[config.mk]
export PLATFORM = sky130hd
export DESIGN_NAME = user_id_readout
export DESIGN_NICKNAME = d
export VERILOG_FILES = /design/src/rtl/user_id_readout.sv
export SDC_FILE = /design/constraint.sdc
export NUM_CORES = 1
export LEC_CHECK = 0
export CAP_MARGIN = 15
export CORE_UTILIZATION = 54
export CTS_CLUSTER_SIZE = 12
export DETAILED_ROUTE_END_ITERATION = 8
export GPL_TIMING_DRIVEN = 0
export PLACE_DENSITY = 0.83
export SYNTH_ARGS = -nofsm -noshare
export SYNTH_HDL_FRONTEND = slang
export SYNTH_SLANG_ARGS = --single-unit
export TNS_END_PERCENT = 1
[constraint.sdc]
create_clock -name wb_clk_i -period 7.3 [get_ports wb_clk_i]
set_clock_uncertainty 0.1 [all_clocks]
set_input_delay 1.46 -clock wb_clk_i [delete_from_list [all_inputs] [get_ports wb_clk_i]]
set_output_delay 1.46 -clock wb_clk_i [all_outputs]
set_load 0.05 [all_outputs]
[src/rtl/user_id_readout.sv]
// Multi-word user project ID: tie-cell constants captured after reset, served over a
// valid/ready word-read port and a serial dump. Optional feature macro: USER_ID_PARITY_EN.
module user_id_readout #(
    parameter int NUM_WORDS = 4,
    parameter int WORD_W = 32,
    parameter logic [NUM_WORDS*WORD_W-1:0] ID_VALUE = '0,
    parameter int IDX_W = (NUM_WORDS > 1) ? $clog2(NUM_WORDS) : 1
) (
    input  logic              wb_clk_i,
    input  logic              wb_rst_i,
    input  logic              req_valid_i,
    output logic              req_ready_o,
    input  logic [IDX_W-1:0]  req_idx_i,
    output logic              rsp_valid_o,
    input  logic              rsp_ready_i,
    output logic [WORD_W-1:0] rsp_data_o,
    output logic              rsp_err_o,
    input  logic              shift_start_i,
    output logic              shift_busy_o,
    output logic              shift_out_o,
    output logic              shift_done_o,
    output logic              id_valid_o
`ifdef USER_ID_PARITY_EN
    ,
    output logic              rsp_parity_o
`endif
);

`ifdef USER_ID_PARITY_EN
    localparam int PAR_W = 1;
`else
    localparam int PAR_W = 0;
`endif
    localparam int FRAME_W = WORD_W + PAR_W;
    localparam int BIT_W = (FRAME_W > 1) ? $clog2(FRAME_W) : 1;
    localparam logic [IDX_W-1:0] WORD_LAST = IDX_W'(NUM_WORDS - 1);
    localparam logic [BIT_W-1:0] BIT_LAST = BIT_W'(FRAME_W - 1);

    // Handshakes: a transfer happens on the rising edge where valid && ready are both 1;
    // valid and its payload are held stable until that edge, and ready never depends on valid.

    typedef enum logic [1:0] {CAPTURE, IDLE, RESP, SHIFT} state_t;

    state_t state, next_state;

    logic [WORD_W-1:0]  tie_word [NUM_WORDS];
    logic [WORD_W-1:0]  bank [NUM_WORDS];
    logic [IDX_W-1:0]   cap_idx;
    logic [IDX_W-1:0]   word_cnt;
    logic [IDX_W-1:0]   word_nxt;
    logic [BIT_W-1:0]   bit_cnt;
    logic [FRAME_W-1:0] sreg;
    logic [FRAME_W-1:0] first_frame;
    logic [FRAME_W-1:0] next_frame;
    logic               idx_ok;

    // Each bit models a conb_1 tie cell whose HI or LO output is chosen by ID_VALUE.
    for (genvar k = 0; k < NUM_WORDS; k++) begin : g_tie
        assign tie_word[k] = ID_VALUE[k*WORD_W +: WORD_W];
    end

    function automatic logic [FRAME_W-1:0] frame(input logic [WORD_W-1:0] w);
`ifdef USER_ID_PARITY_EN
        return {^w, w};
`else
        return w;
`endif
    endfunction

    always_ff @(posedge wb_clk_i or posedge wb_rst_i) begin
        if (wb_rst_i) state <= CAPTURE;
        else          state <= next_state;
    end

    always_comb begin
        next_state  = state;
        req_ready_o = (state == IDLE);
        word_nxt    = word_cnt + IDX_W'(1);
        idx_ok      = ({1'b0, req_idx_i} < (IDX_W+1)'(NUM_WORDS));
        first_frame = frame(bank[0]);
        next_frame  = frame(bank[word_nxt]);
        case (state)
            CAPTURE: if (cap_idx == WORD_LAST) next_state = IDLE;
            IDLE: begin
                // A read request takes priority over a simultaneous dump request.
                if (req_valid_i)        next_state = RESP;
                else if (shift_start_i) next_state = SHIFT;
            end
            RESP:  if (rsp_ready_i) next_state = IDLE;
            SHIFT: if (bit_cnt == BIT_LAST && word_cnt == WORD_LAST) next_state = IDLE;
            default: next_state = CAPTURE;
        endcase
    end

    always_ff @(posedge wb_clk_i or posedge wb_rst_i) begin
        if (wb_rst_i) begin
            for (int k = 0; k < NUM_WORDS; k++) bank[k] <= '0;
            cap_idx      <= '0;
            word_cnt     <= '0;
            bit_cnt      <= '0;
            sreg         <= '0;
            id_valid_o   <= 1'b0;
            rsp_valid_o  <= 1'b0;
            rsp_data_o   <= '0;
            rsp_err_o    <= 1'b0;
            shift_busy_o <= 1'b0;
            shift_out_o  <= 1'b0;
            shift_done_o <= 1'b0;
`ifdef USER_ID_PARITY_EN
            rsp_parity_o <= 1'b0;
`endif
        end else begin
            shift_done_o <= 1'b0;
            case (state)
                CAPTURE: begin
                    bank[cap_idx] <= tie_word[cap_idx];
                    cap_idx       <= cap_idx + IDX_W'(1);
                    if (cap_idx == WORD_LAST) id_valid_o <= 1'b1;
                end
                IDLE: begin
                    if (req_valid_i) begin
                        rsp_valid_o <= 1'b1;
                        rsp_err_o   <= ~idx_ok;
                        rsp_data_o  <= idx_ok ? bank[req_idx_i] : '0;
`ifdef USER_ID_PARITY_EN
                        rsp_parity_o <= idx_ok ? ^bank[req_idx_i] : 1'b0;
`endif
                    end else if (shift_start_i) begin
                        // Bit 0 of word 0 is presented during the first SHIFT cycle.
                        shift_busy_o <= 1'b1;
                        shift_out_o  <= first_frame[0];
                        sreg         <= first_frame >> 1;
                        word_cnt     <= '0;
                        bit_cnt      <= '0;
                    end
                end
                RESP: begin
                    if (rsp_ready_i) begin
                        rsp_valid_o <= 1'b0;
                        rsp_err_o   <= 1'b0;
                    end
                end
                SHIFT: begin
                    if (bit_cnt == BIT_LAST) begin
                        bit_cnt <= '0;
                        if (word_cnt == WORD_LAST) begin
                            shift_busy_o <= 1'b0;
                            shift_out_o  <= 1'b0;
                            shift_done_o <= 1'b1;
                            word_cnt     <= '0;
                        end else begin
                            word_cnt    <= word_nxt;
                            shift_out_o <= next_frame[0];
                            sreg        <= next_frame >> 1;
                        end
                    end else begin
                        bit_cnt     <= bit_cnt + BIT_W'(1);
                        shift_out_o <= sreg[0];
                        sreg        <= sreg >> 1;
                    end
                end
                default: ;
            endcase
        end
    end

endmodule
[Word-level counts from Yosys, hierarchy flattened]
Cells that the tools add are included.
Storage, ports and cells
  flip-flop bits (word level): 209
  bits of input ports: 7
  output and inout bits: 39
  word-level logic and storage cells: 105
Operators by class
  add/subtract/negate cells: 3
  order comparisons: 4
  eq/ne operators: 16
  mux-type cells: 50
  bitwise operators: 3
  reduce and logical (&&, ||, !) cells: 13
Operator list (number)
  2-to-1 mux 32 bit: 11
  binary-select mux 32 bit (select 2 bit): 3
  bitwise mux 128 bit: 1
  demux 32 bit (select 2 bit): 1
  case mux 32 bit (2 select lines): 1
  2-to-1 mux 2 bit: 9
  2-to-1 mux 5 bit: 3
  2-to-1 mux 1 bit: 14
  != test 2 bit, second input constant: 7
  AND reduction 4 bit: 3
  case mux 5 bit (2 select lines): 1
  >= comparator 3 bit, second input constant: 3
  NOT 2 -> 3 bit: 3
  == test 2 bit, second input constant: 4
  case mux 1 bit (2 select lines): 4
  case mux 2 bit (4 select lines): 1
  AND reduction 3 bit: 2
  adder 5 x 1 -> 5 bit, second input constant: 1
  == test 5 bit, second input constant: 1
  AND reduction 5 bit: 1
  adder 2 x 1 -> 2 bit, second input constant: 2
  case mux 2 bit (2 select lines): 1
  AND reduction 2 bit: 2
  nonzero test 2 bit: 2
  7 further kinds: 8

[Logic depth before layout (Yosys ltp)]
Gate-level depths: netlist (run 1).
  depth after elaboration: 8
  mapped depth: 9
  mapped depth without buffers: 7

[Worst setup path after synthesis (run 1)]
Ideal clock, no wire load.
  path type: input-to-reg
  start: in req_idx_i[0]
  end: reg rsp_data_o[0]
  library setup time: 0.125 ns
  arrival time: 2.462 ns
  data required time: 7.075 ns
  slack: 4.613 ns
  stages: 4
  path buffers: 2
  cell sequence: buf_6 -> buf_12 -> mux4_2 -> mux2_2
Between the ends
  cells in the longest elaborated chain, start to end: 4
Ends and longest elaborated chain
  start: declaration: RTL line 13  | input logic [IDX_W-1:0] req_idx_i,
  NOT 2 -> 3 bit (not written as such): RTL line 124  | rsp_data_o <= idx_ok ? bank[req_idx_i] : '0;
  binary-select mux 32 bit (select 2 bit): RTL line 124
  2-to-1 mux 32 bit (not written as such) (2 in series): RTL line 124
  end signal: assignment: RTL line 124
  end: declaration: RTL line 16  | output logic [WORD_W-1:0] rsp_data_o,
No other way between the ends. The select of a mux whose other input is x is not followed.
A chain may end at the register's enable or synchronous reset.

[Worst setup path after layout (run 1)]
  start: reg state[1]
  end: out req_ready_o
Between the ends
  cells in the longest elaborated chain, start to end: 1
Ends and longest elaborated chain
  start: declaration: RTL line 44  | state_t state, next_state;
  start signal: assignment: RTL line 72  | else state <= next_state;
  == test 2 x 1 -> 1 bit: RTL line 77  | req_ready_o = (state == IDLE);
  end: declaration: RTL line 12  | output logic req_ready_o,
No other way between the ends.

==> results.yml, run 1 <==
critical_path:
  path_depth: 2
  cp_data_required_time_ps: 5740
  cp_cell_sequence: "nor2b_1 > clkdlybuf4s50_1"
  cp_slowest_cell: "clkdlybuf4s50_1"
  r2r_cells: 9
  start_kind: "register"
  crit_path_end_kind: "primary output"
  crit_type: "reg2out"
  critPathTopFamily: "buffers and inverters"
  cp.arrival_ps: 1900
  max_stage_delay_ps: 830
  path_max_fanout: 3
  cp_num_buf_inv: 1
synthesis:
  synth_xor_area_frac: 0.00186
  synth_compound_area_frac: 0.0831
  ys_ff_latch: 207
  synthesis.nets: 761
  yosysSeqAreaShare: 0.550
  syn-cell-area_mm2: 0.00942
  yosys.area.top_type: "dfrtp_1"
  ys_types: 38
  syn_area_per_cell_um2: 12.6
  synthMuxAreaShare: 0.185
  synth.area.top_cells: "dfrtp_1, nor2b_1, mux4_2"
  synth_top_family_by_area: "multiplexers"
  synth-adder-area-share: 0.0106
  syn_inst: 746
  synth-simple-area-share: 0.128
  yosysTopAreaCellShare: 0.550
  yosys_warnings: 0
power_and_ir_drop:
  p_leak_uw: 0.00488
  totalPowerFinal_uw: 3110
  p_per_area_mw_per_mm2: 287
  ir_drop_mv: 0.177
place:
  place_area_mm2: 0.0102
  io_buffers: 42
  dp_hpwl_um: 12900
  gp_congestion: 0.789
  dpl_worst_slack_ps: 3980
global_routing:
  grtUsageTotal: 0.243
  grt_antenna_before_repair: 0
  overflow: 0
  grt_max_degree: 128
  grt_pass1_vias: 6400
  grt_pass1_wl_um: 34200
timing:
  final.setup.tns_ps: 0
  worst_pin_slew_ps: 855
  setup-violations-final: 0
  hold_violations: 0
  final.min_clock_period_ps: 3460
  setup_ws_ps: 3840
  max_freq_mhz: 289
  finalMaxSlewViolations: 0
  maxSlewHeadroom: 0.430
  timing.final.crit_share: 0.474
  rsz0062_at_grt: "no"
  timing.hold.ws_ps: 364
clocking:
  cts_resized: 0
  clk_pin_slew_ps: 60
  cts_tree: "done"
  hold_buffers: 0
  post_cts_buffers: 0
  cts-root-buf: "clkbuf_16"
  cts.sinks: 207
  clk_latency_ps: 510
  cts_made_buffers: 22
  htree_num_levels: 1
  cts.path.max_buffers: 3
floorplanning:
  chipHeight_um: 134
  die-area_mm2: 0.0180
  start_util: 0.560
  die_x_um: 134
  pin_count: 46
  coreArea_mm2: 0.0168
  rows: 47
worst_hold_path:
  hold_class: "reg2reg"
  whs_path_depth: 1
detailed_routing:
  wl_per_cell_um: 19.6
  ant_nets: 0
  routed_wirelength_um: 20400
  firstDrtPassIters: 5
  drc_errors: 0
  vias_per_cell: 5.91
  drt_iter0_drc: 601
  num_vias: 6169
layout:
  nFillCells: 1288
  nets: 828
  drive_gt1_frac: 0.177
  syn_to_final_growth_pct: 15.1
  final_cell_mix: "dfrtp_1, nor2b_1, mux2i_1"
  final_common_cell: "dfrtp_1"
  design_area_mm2: 0.0108
  antenna_cells: 0
job:
  cap_violations: 0
status:
  status: "completed"
## metrics by stage
stage / instances / util
after floorplan: 746 / -
after global placement: 1008 / 0.602
after detailed placement: 1009 / 0.604
after CTS: 1044 / 0.645
after global routing: 1044 / 0.645
final: 1044 / 0.645
## cell type report
cell class	instances	area, um^2	share of cell area
inverter	4	22.5	0.00208
tap	220	275	0.0254
sequential	207	5180	0.478
buffer	58	372	0.0343
clock inverter	2	35.0	0.00323
clock buffer	33	653	0.0602
timing repair buffer	43	448	0.0413
multi-input combinational	477	3860	0.356
## worst register-to-register path, delay by kind of cell, from the launching register on
kind / cells / cell delay [ps]
flops: 1 / 380
compound gates: 3 / 450
simple gates: 2 / 400
fa+ha+maj: 2 / 340
buf+inv: 2 / 780
## where the power goes
group          leakage (uW)  total (uW)  internal [uW]  switching (uW)
sequential          0.00280        1340           1270            70.9
clock              0.000337        1080            646             434
combinational       0.00174         694            257             437
## sequential cells by signal (all words and copies together), names as in the netlist
| signal | flops |
|---|---|
| sreg | 31 |
| first_frame | 32 |
| bit_cnt | 5 |
| word_cnt | 2 |
| bank | 96 |
| cap_idx | 2 |
| shift_out_o | 1 |
| id_valid_o | 1 |
| rsp_valid_o | 1 |
| state | 2 |
| shift_done_o | 1 |
| rsp_data_o | 32 |
| shift_busy_o | 1 |
## synth_stat cells (all sizes together)
| library cell | number |
|---|---|
| dfrtp | 207 |
| nor2b | 132 |
| mux2i | 63 |
| buf | 46 |
| nand2 | 40 |
| mux2 | 35 |
| nor2 | 35 |
| mux4 | 32 |
| a31oi | 31 |
| a22oi | 30 |
| o211ai | 30 |
| clkbuf | 12 |
| o21ai | 11 |
| ha | 8 |
| and2 | 6 |
| a22o | 4 |
| inv | 4 |
| a21oi | 3 |
| nand3 | 3 |
| nand2b | 2 |
| xnor2 | 2 |
| a2111oi | 1 |
| and3 | 1 |
| conb | 1 |
| nor3 | 1 |
| nor4 | 1 |
| nor4b | 1 |
| o221ai | 1 |
| o311ai | 1 |
| o31ai | 1 |
| or2 | 1 |
## final timing paths
path	startpoint	endpoint	slack, ps
worst min register to register	id_valid_o	id_valid_o	360
worst max register to register	bit_cnt[0]	sreg[8]	4730
max in group asynchronous	wb_rst_i	bank[43]	4760
worst min-delay path	id_valid_o	id_valid_o	360
min in group asynchronous	wb_rst_i	bit_cnt[2]	1460
worst max-delay path	state[1]	req_ready_o	3840
## logic make-up after synthesis
kind of cell	after synthesis
fa+ha+maj	8
other cells	1
flops	207
compound gates	113
simple gates	223
mux	130
xor+xnor	2
buf+inv	62
## per-layer routing
layer  track usage  wire [um]
met5             0          0
met4        0.0718        488
met3        0.0423       1100
met2         0.375       9600
met1         0.356       9240
No activity file was read; power rests on OpenSTA's default activity.
==> run 2: changes to the inputs <==
--- a/config.mk
+++ b/config.mk
@@ -6,11 +6,11 @@
 export NUM_CORES = 1
 export LEC_CHECK = 0
 export CAP_MARGIN = 15
-export CORE_UTILIZATION = 54
+export CORE_UTILIZATION = 59
 export CTS_CLUSTER_SIZE = 12
 export DETAILED_ROUTE_END_ITERATION = 8
 export GPL_TIMING_DRIVEN = 0
-export PLACE_DENSITY = 0.83
+export PLACE_DENSITY = 0.85
 export SYNTH_ARGS = -nofsm -noshare
 export SYNTH_HDL_FRONTEND = slang
 export SYNTH_SLANG_ARGS = --single-unit
==> constraint.sdc (replaced) <==
create_clock -name wb_clk_i -period 3.2 [get_ports wb_clk_i]
set_clock_uncertainty 0.1 [all_clocks]
set_input_delay 0.64 -clock wb_clk_i [delete_from_list [all_inputs] [get_ports wb_clk_i]]
set_output_delay 0.64 -clock wb_clk_i [all_outputs]
set_load 0.05 [all_outputs]
==> run 2 against run 1 <==
Effect of this change:
- final cell count down 0.38%
- routed wire length up 4.9%
- design area up 0.74%
- highest routed layer unchanged
- largest cell class unchanged
==> results.yml, run 2 (synthesized netlist as in run 1, its figures left out) <==
detailed_routing:
  num_vias: 6388
  wl_per_cell_um: 20.6
  met3WireLength_um: 1330
  topRoutingLayerUsed: "met4"
  met2WireLength_um: 10600
  vias_per_cell: 6.14
  ant_nets: 0
  drt-met1-wl_um: 8990
  firstDrtPassIters: 5
  drt_iter0_drc: 475
  drc_errors: 0
  routed_wirelength_um: 21400
critical_path:
  cp.arrival_ps: 1940
  crit_path_end_kind: "primary output"
  max_stage_delay_ps: 840
  cp_data_required_time_ps: 2460
  r2r_end: "sreg[1]"
  start_kind: "register"
  r2r_cells: 9
  cp_cell_sequence: "nor2b_1 > clkdlybuf4s50_1"
  cp_slowest_cell: "clkdlybuf4s50_1"
  rrSetupSlack_ps: 530
  path_max_fanout: 3
  crit_type: "reg2out"
  r2r_start: "bit_cnt[0]"
timing:
  finalMaxSlewViolations: 0
  worst_pin_slew_ps: 595
  setup-violations-final: 0
  rsz0062_at_grt: "no"
  final.min_clock_period_ps: 2680
  hold_violations: 0
  max_freq_mhz: 373
  timing.final.crit_share: 0.838
  timing.hold.ws_ps: 317
  maxSlewHeadroom: 0.604
power_and_ir_drop:
  ir_drop_mv: 0.580
  p_per_area_mw_per_mm2: 660
  p_leak_uw: 0.00493
clocking:
  cts_resized: 0
  hold_buffers: 0
  cts_tree: "done"
  htree_num_levels: 1
  post_cts_buffers: 0
  cts.path.max_buffers: 3
  cts-root-buf: "clkbuf_16"
  clk_pin_slew_ps: 50
  cts.sinks: 207
  clk_latency_ps: 500
  cts_made_buffers: 23
layout:
  top_register: "bank"
  antenna_cells: 0
  final_cell_mix: "dfrtp_1, nor2b_1, mux2i_1"
  syn_to_final_growth_pct: 15.9
  drive_gt1_frac: 0.185
  largest_reg_flops: 96
  nets: 833
  design_area_mm2: 0.0109
  final_common_cell: "dfrtp_1"
global_routing:
  grt_antenna_before_repair: 0
  grt_max_degree: 46
  grt_pass1_vias: 6788
  overflow: 0
  grt_pass1_wl_um: 35800
  grtUsageTotal: 0.279
floorplanning:
  rows: 45
  die_x_um: 128
  die-area_mm2: 0.0165
  chipHeight_um: 128
  start_util: 0.613
  coreArea_mm2: 0.0154
  pin_count: 46
worst_hold_path:
  hold_class: "in2async"
place:
  place_area_mm2: 0.0102
  io_buffers: 42
  gp_congestion: 0.823
  dp_hpwl_um: 13800
job:
  cap_violations: 0
status:
  status: "completed"
## run 2: how the worst max path moves through the flow
stage,start,slack (ps),cells past startpoint,to
2_1_floorplan,wb_rst_i,-230,1,bank[0]
3_3_place_gp,wb_rst_i,-1590,2,rsp_data_o[24]
3_5_place_dp,bit_cnt[0],650,9,sreg[22]
4_1_cts,state[1],500,2,req_ready_o
5_1_grt,bit_cnt[0],410,9,sreg[1]
6_report,state[1],520,2,req_ready_o
## run 2: power by group
group | internal, uW | leakage, uW | switching, uW
Clock | 1510 | 0.000352 | 1020
Combinational | 596 | 0.00177 | 1020
Sequential | 2900 | 0.00280 | 169
## run 2: metrics by stage
stage          total power, uW  std cells   util  setup WS, ps  setup TNS (ps)
3_5_place_dp              4700       1004  0.664           648               0
5_1_grt                   7510       1040  0.711           414               0
4_1_cts                   7210       1040  0.711           503               0
3_3_place_gp              4580        999  0.658         -1590         -325000
6_report                  7210       1040  0.711           517               0
2_1_floorplan             4240        746      -          -226          -46830
## run 2: final cells by class
| class | instances | area (um^2) |
|---|---|---|
| sequential | 207 | 5180 |
| fill | 1021 | 4450 |
| multi-input combinational | 477 | 3860 |
| clock buffer | 32 | 659 |
| timing repair buffer | 47 | 520 |
| buffer | 58 | 372 |
| tap | 211 | 264 |
| clock inverter | 4 | 51.3 |
| inverter | 4 | 18.8 |
## run 2: metal layers
layer,track usage,vias up
met2,0.448,260
li1,-,2785
met5,0,-
met1,0.388,3301
met3,0.0449,42
met4,0.108,0
## run 2: worst max-delay path: cells and delay by family (launching register included)
family	cells	cell delay, ps
buffers and inverters	1	840
DFF	1	390
and+or+nand+nor	1	210
